[config.mk]
export PLATFORM = sky130hd
export DESIGN_NAME = imem_loader
export DESIGN_NICKNAME = d
export VERILOG_FILES = /design/src/rtl/imem_loader.sv
export SDC_FILE = /design/constraint.sdc
export NUM_CORES = 1
export LEC_CHECK = 0
export BUFFER_PORTS_ARGS = -buffer_cell sky130_fd_sc_hd__buf_2
export CAP_MARGIN = 0
export CORE_UTILIZATION = 56
export DETAILED_ROUTE_END_ITERATION = 8
export PLACE_DENSITY = 0.89
export SYNTH_ARGS = -nofsm -noshare
export SYNTH_HDL_FRONTEND = slang
export SYNTH_SLANG_ARGS = --single-unit
[constraint.sdc]
create_clock -name clk -period 2.4 [get_ports clk]
set_input_delay 0.12 -clock clk [delete_from_list [all_inputs] [get_ports clk]]
set_output_delay 0.12 -clock clk [all_outputs]
set_load 0.01 [all_outputs]
[src/rtl/imem_loader.sv]
// imem_loader: boot-time writer for the 16 x 32-bit instruction memory.
//
// Takes a byte stream over a valid/ready handshake. The first byte is the
// word count N, and N must be in 1..NUM_WORDS. Each following group of four
// bytes is packed little-endian into one 32-bit word. The words are written
// to the memory in order, starting at address 0. The processor core is held
// in reset until a load finishes without error.
//
// Optional feature macro: IMEM_LOADER_CHECKSUM_EN
//   When it is defined, one trailing byte follows the data and must equal the
//   modulo-256 sum of all data bytes. When it is undefined, the CHECK state
//   and all checksum logic are left out.
//
// Ports:
//   clk         system clock, rising edge
//   reset       asynchronous active-low reset
//   load_start  one-cycle pulse that starts a (re)load
//   rx_valid    a byte is present on rx_data
//   rx_data     stream byte
//   rx_ready    loader accepts a byte this cycle (decoded from state)
//   imem_we     instruction memory write strobe, one cycle wide
//   imem_addr   write word address
//   imem_wdata  write word
//   core_hold   high holds the processor in reset
//   done        load completed successfully (sticky)
//   error       load aborted or failed (sticky)
//
// state | meaning
// IDLE  | after reset, waiting for load_start
// COUNT | waiting for the word-count byte
// DATA  | receiving data bytes and writing words
// CHECK | waiting for the checksum byte (checksum build only)
// DONE  | load good, core released
// ERR   | load failed, core held
module imem_loader #(
    parameter int ADDR_W    = 4,
    parameter int NUM_WORDS = 16
) (
    input  logic              clk,
    input  logic              reset,
    input  logic              load_start,
    input  logic              rx_valid,
    input  logic [7:0]        rx_data,
    output logic              rx_ready,
    output logic              imem_we,
    output logic [ADDR_W-1:0] imem_addr,
    output logic [31:0]       imem_wdata,
    output logic              core_hold,
    output logic              done,
    output logic              error
);

    localparam int CNT_W = $clog2(NUM_WORDS + 1);

    typedef enum logic [2:0] {
        IDLE  = 3'd0,
        COUNT = 3'd1,
        DATA  = 3'd2,
        CHECK = 3'd3,
        DONE  = 3'd4,
        ERR   = 3'd5
    } state_t;

    state_t           state;
    logic [1:0]       byte_cnt;
    logic [CNT_W-1:0] word_idx;
    logic [CNT_W-1:0] n_words;
    logic [23:0]      word_lo;
    logic             accept;
    logic [CNT_W-1:0] word_next;

`ifdef IMEM_LOADER_CHECKSUM_EN
    logic [7:0]       csum;
    assign rx_ready = (state == COUNT) || (state == DATA) || (state == CHECK);
`else
    assign rx_ready = (state == COUNT) || (state == DATA);
`endif

    assign accept    = rx_valid && rx_ready;
    assign word_next = word_idx + CNT_W'(1);

    always_ff @(posedge clk or negedge reset) begin
        if (!reset) begin
            state      <= IDLE;
            byte_cnt   <= '0;
            word_idx   <= '0;
            n_words    <= '0;
            word_lo    <= '0;
            imem_we    <= 1'b0;
            imem_addr  <= '0;
            imem_wdata <= '0;
            core_hold  <= 1'b1;
            done       <= 1'b0;
            error      <= 1'b0;
`ifdef IMEM_LOADER_CHECKSUM_EN
            csum       <= '0;
`endif
        end else begin
            imem_we <= 1'b0;
            case (state)
                IDLE: begin
                    if (load_start) begin
                        state <= COUNT;
                    end
                end
                COUNT: begin
                    if (accept) begin
                        if ((rx_data == 8'd0) || (rx_data > 8'(NUM_WORDS))) begin
                            state <= ERR;
                            error <= 1'b1;
                        end else begin
                            n_words  <= rx_data[CNT_W-1:0];
                            byte_cnt <= '0;
                            word_idx <= '0;
`ifdef IMEM_LOADER_CHECKSUM_EN
                            csum     <= '0;
`endif
                            state    <= DATA;
                        end
                    end
                end
                DATA: begin
                    if (accept) begin
`ifdef IMEM_LOADER_CHECKSUM_EN
                        csum <= csum + rx_data;
`endif
                        byte_cnt <= byte_cnt + 2'd1;
                        if (byte_cnt == 2'd3) begin
                            // The fourth byte completes the word. The write is
                            // registered, so it lands one cycle after this byte.
                            imem_we    <= 1'b1;
                            imem_wdata <= {rx_data, word_lo};
                            imem_addr  <= word_idx[ADDR_W-1:0];
                            word_idx   <= word_next;
                            if (word_next == n_words) begin
`ifdef IMEM_LOADER_CHECKSUM_EN
                                state <= CHECK;
`else
                                state     <= DONE;
                                done      <= 1'b1;
                                core_hold <= 1'b0;
`endif
                            end
                        end else begin
                            word_lo[8*byte_cnt +: 8] <= rx_data;
                        end
                    end
                end
`ifdef IMEM_LOADER_CHECKSUM_EN
                CHECK: begin
                    if (accept) begin
                        if (rx_data == csum) begin
                            state     <= DONE;
                            done      <= 1'b1;
                            core_hold <= 1'b0;
                        end else begin
                            state <= ERR;
                            error <= 1'b1;
                        end
                    end
                end
`endif
                DONE, ERR: begin
                    if (load_start) begin
                        state     <= COUNT;
                        done      <= 1'b0;
                        error     <= 1'b0;
                        core_hold <= 1'b1;
                    end
                end
                default: begin
                    state <= IDLE;
                end
            endcase
        end
    end

endmodule

==> impl_metrics.yaml <==
routing:
  avgViaCountPerCell: 5.18
  drtIter0Drc: 271
  ant_nets: 0
  drt-total-wl_mm: 6.89
  wl_per_cell_um: 14.0
  drc: 0
  first_pass_iters: 4
  via_count: 2548
yosys:
  synth_nets: 372
  post-synth-top-area-fraction_pct: 56.4
  synth_area_per_cell_um2: 9.78
  synth-edff-count: 0
  netlist_area_mm2: 0.00346
  async_reset_ff_share_pct: 100
  synth_common_cells: "158 x nand2_1, 78 x dfrtp_1, 18 x o21ai_1"
  ys_ff_latch: 79
  synth_flop_cell: "dfrtp_1"
  seq_area_frac_synth_pct: 57.1
  synth_cell_type_count: 45
  netlist_top_cells_area: "dfrtp_1 56%, nand2_1 17%, o21ai_1 2.6%, mux2_2 2.3%, ha_1 2.2%"
  postSynthCellCount: 354
  synth_warnings: 0
  yosysMostFrequentCell: "nand2_1"
  synth_top_area_cell: "dfrtp_1"
critical_path:
  arrival_ns: 2.08
  regToRegEndpoint: "word_lo[8]"
  rr_worst_depth: 5
  cp_cell_sequence: "nor3b_4 -> and2_1 -> nand3b_4 -> nand2_1 -> o21ai_1"
  critPathMaxStageDelay_ns: 0.46
  critPathMaxFanout: 16
  crit_end: "word_lo[8]"
  required_ns: 2.63
  crit_path_end_kind: "flop"
  path_class: "flop to flop"
  start_kind: "flop"
  crit-reg2reg-launch: "state[2]"
  reg2reg_slack_ns: 0.56
  crit_path_start: "state[2]"
  slowest_stage: "and2_1"
timing:
  hold_viol: 0
  finClkSkew_ns: 0.00800
  fin_crit_sh_pct: 76.9
  finalSetupViolations: 0
  rsz0062_at_grt: "no"
  fin_crit_ns: 1.84
  slew_headroom_pct: 35.5
  tightestPinTransition_ns: 0.968
  finalSetupTns_ns: 0
  fmax_mhz: 542
  slew_viol_final: 0
global_routing:
  grt_pass1_wl_mm: 11.2
  grt.total_usage_pct: 23.1
  overflow: 0
  antenna_found_initial: 0
  grt_pass1_vias: 2390
  grt_max_degree: 80
placed_design:
  placed_area_mm2: 0.00379
  globalplace.congestion: 0.877
  placed_cells: 475
  port_buffers: 52
  dp.final_hpwl_mm: 4.73
floorplan:
  die_h_um: 80.6
  initial_utilization_pct: 58.1
  row_count: 28
  die_x_um: 80.6
  core_area_mm2: 0.00596
  ios: 53
  die_area_mm2: 0.00650
cells_and_area:
  antennaDiodeCount: 0
  fin_nets: 430
  fillCellCount: 470
  drive_gt1_share_pct: 24.0
  syn_to_final_growth_pct: 16.4
  fin_cells: 492
  stdcell_area_mm2: 0.00403
clocking:
  cts_num_sinks: 79
  path_clk_slew_ns: 0.08
  clockBufferDepth: 2
  cts_root_buffer: "clkbuf_8"
  clk-insertion-delay-late_ns: 0.35
  cts_tree: "built"
  h-tree-depth: 3
  cts_setup_buffers: 0
  cts_buffers: 9
  cts_resized: 0
hold_path:
  hold_class: "primary input to flop"
power_and_ir_drop:
  vdd_drop_max_mv: 0.618
  power.total_mw: 3.80
  power_density_mw_per_mm2: 943
  leakage_nw: 2.19
run_status:
  outcome: "finished clean"
run:
  max_cap_viol_count: 0
-- kinds of logic (layout without fill, tap and decap cells) --
group           Yosys count  count (layout)  synth area share, %
compound gates           40              40                 7.37
simple gates            193             193                 25.6
xor+xnor                  8               8                 2.02
mux                       8               8                 2.57
fa+ha+maj                 6               6                 2.17
flops                    79              79                 57.1
buf+inv                  20              83                 3.11
-- registers in the layout (all words and copies together) (netlist names) --
register,cells
word_lo,24
word_idx,5
byte_cnt,2
state,3
imem_addr,4
imem_we,1
core_hold,1
done,1
n_words,5
error,1
imem_wdata,32
-- final cells by class --
class                      instances  area, um2  area share, %
clock inverter                     5       80.1           1.99
tap                               75       93.8           2.33
inverter                           7       26.3          0.652
multi-input combinational        255       1380           34.1
timing repair buffer              60        325           8.07
clock buffer                      11        151           3.76
sequential                        79       1980           49.1
-- metrics by stage --
step | utilization, % | hold WS, ns | setup WS (ns)
floorplan | - | -0.176 | 0.708
global placement | 63.6 | 0.317 | 0.696
detailed placement | 63.6 | 0.340 | 0.580
CTS | 67.7 | 0.0507 | 0.556
global route | 67.7 | 0.0749 | 0.427
finish | 67.7 | 0.0572 | 0.555
-- repair_timing --
| action | 4_1_cts | 5_1_grt |
|---|---|---|
| setup endpoints to repair | 0 | 0 |
| hold buffers | 1 | 0 |
| hold endpoints to repair | 78 | 0 |
-- metal layers --
layer  vias to the layer above  routed length [um]  share of wire [%]  global-route usage, %
li1                       1262                   -                  -                      -
met1                      1212                3150                 46                   30.7
met2                        68                3370                 49                   38.1
met3                         6                 287                4.2                   5.23
met4                         0                  80                1.2                   6.25
met5                         -                   0                  0                      0
-- report_power, final --
part	internal [mW]	switching, mW
combinational	0.386	0.448
sequential	1.64	0.212
clock	0.640	0.480
total	2.66	1.14
-- layout by cell type (no fill, tap or decap), types with 2 or more instances in the layout --
cell type	instances
dfrtp_1	78
clkbuf_8	11
a31oi_1	3
nand3b_1	2
nand2_1	158
o21ai_1	18
xnor2_1	6
nor2_1	5
a21oi_1	2
ha_1	6
nand2b_1	2
bufinv_16	2
inv_1	6
nand3_1	3
o21ai_2	6
mux2_2	7
and3_1	4
nor3b_1	3
buf_2	51
xor2_1	2
buf_4	8
nand3b_4	3
o21ai_0	3
nor3_1	3
clkinvlp_4	2
-- how the worst min path moves through the flow --
stage                           to        from  depth (start not counted)
floorplan              byte_cnt[0]       reset                          0
global placement           imem_we       reset                          1
detailed placement         imem_we       reset                          1
CTS                 imem_wdata[29]  rx_data[5]                          3
global route        imem_wdata[31]  rx_data[7]                          3
finish              imem_wdata[29]  rx_data[5]                          3
-- worst max-delay path: cells and delay by family, from the launching register on --
family,cells,cell delay (ns)
DFF,1,0.45
AOI/OAI and AO/OA,1,0.07
and+or+nand+nor,4,1.20
(Power assumes the default switching activity.)
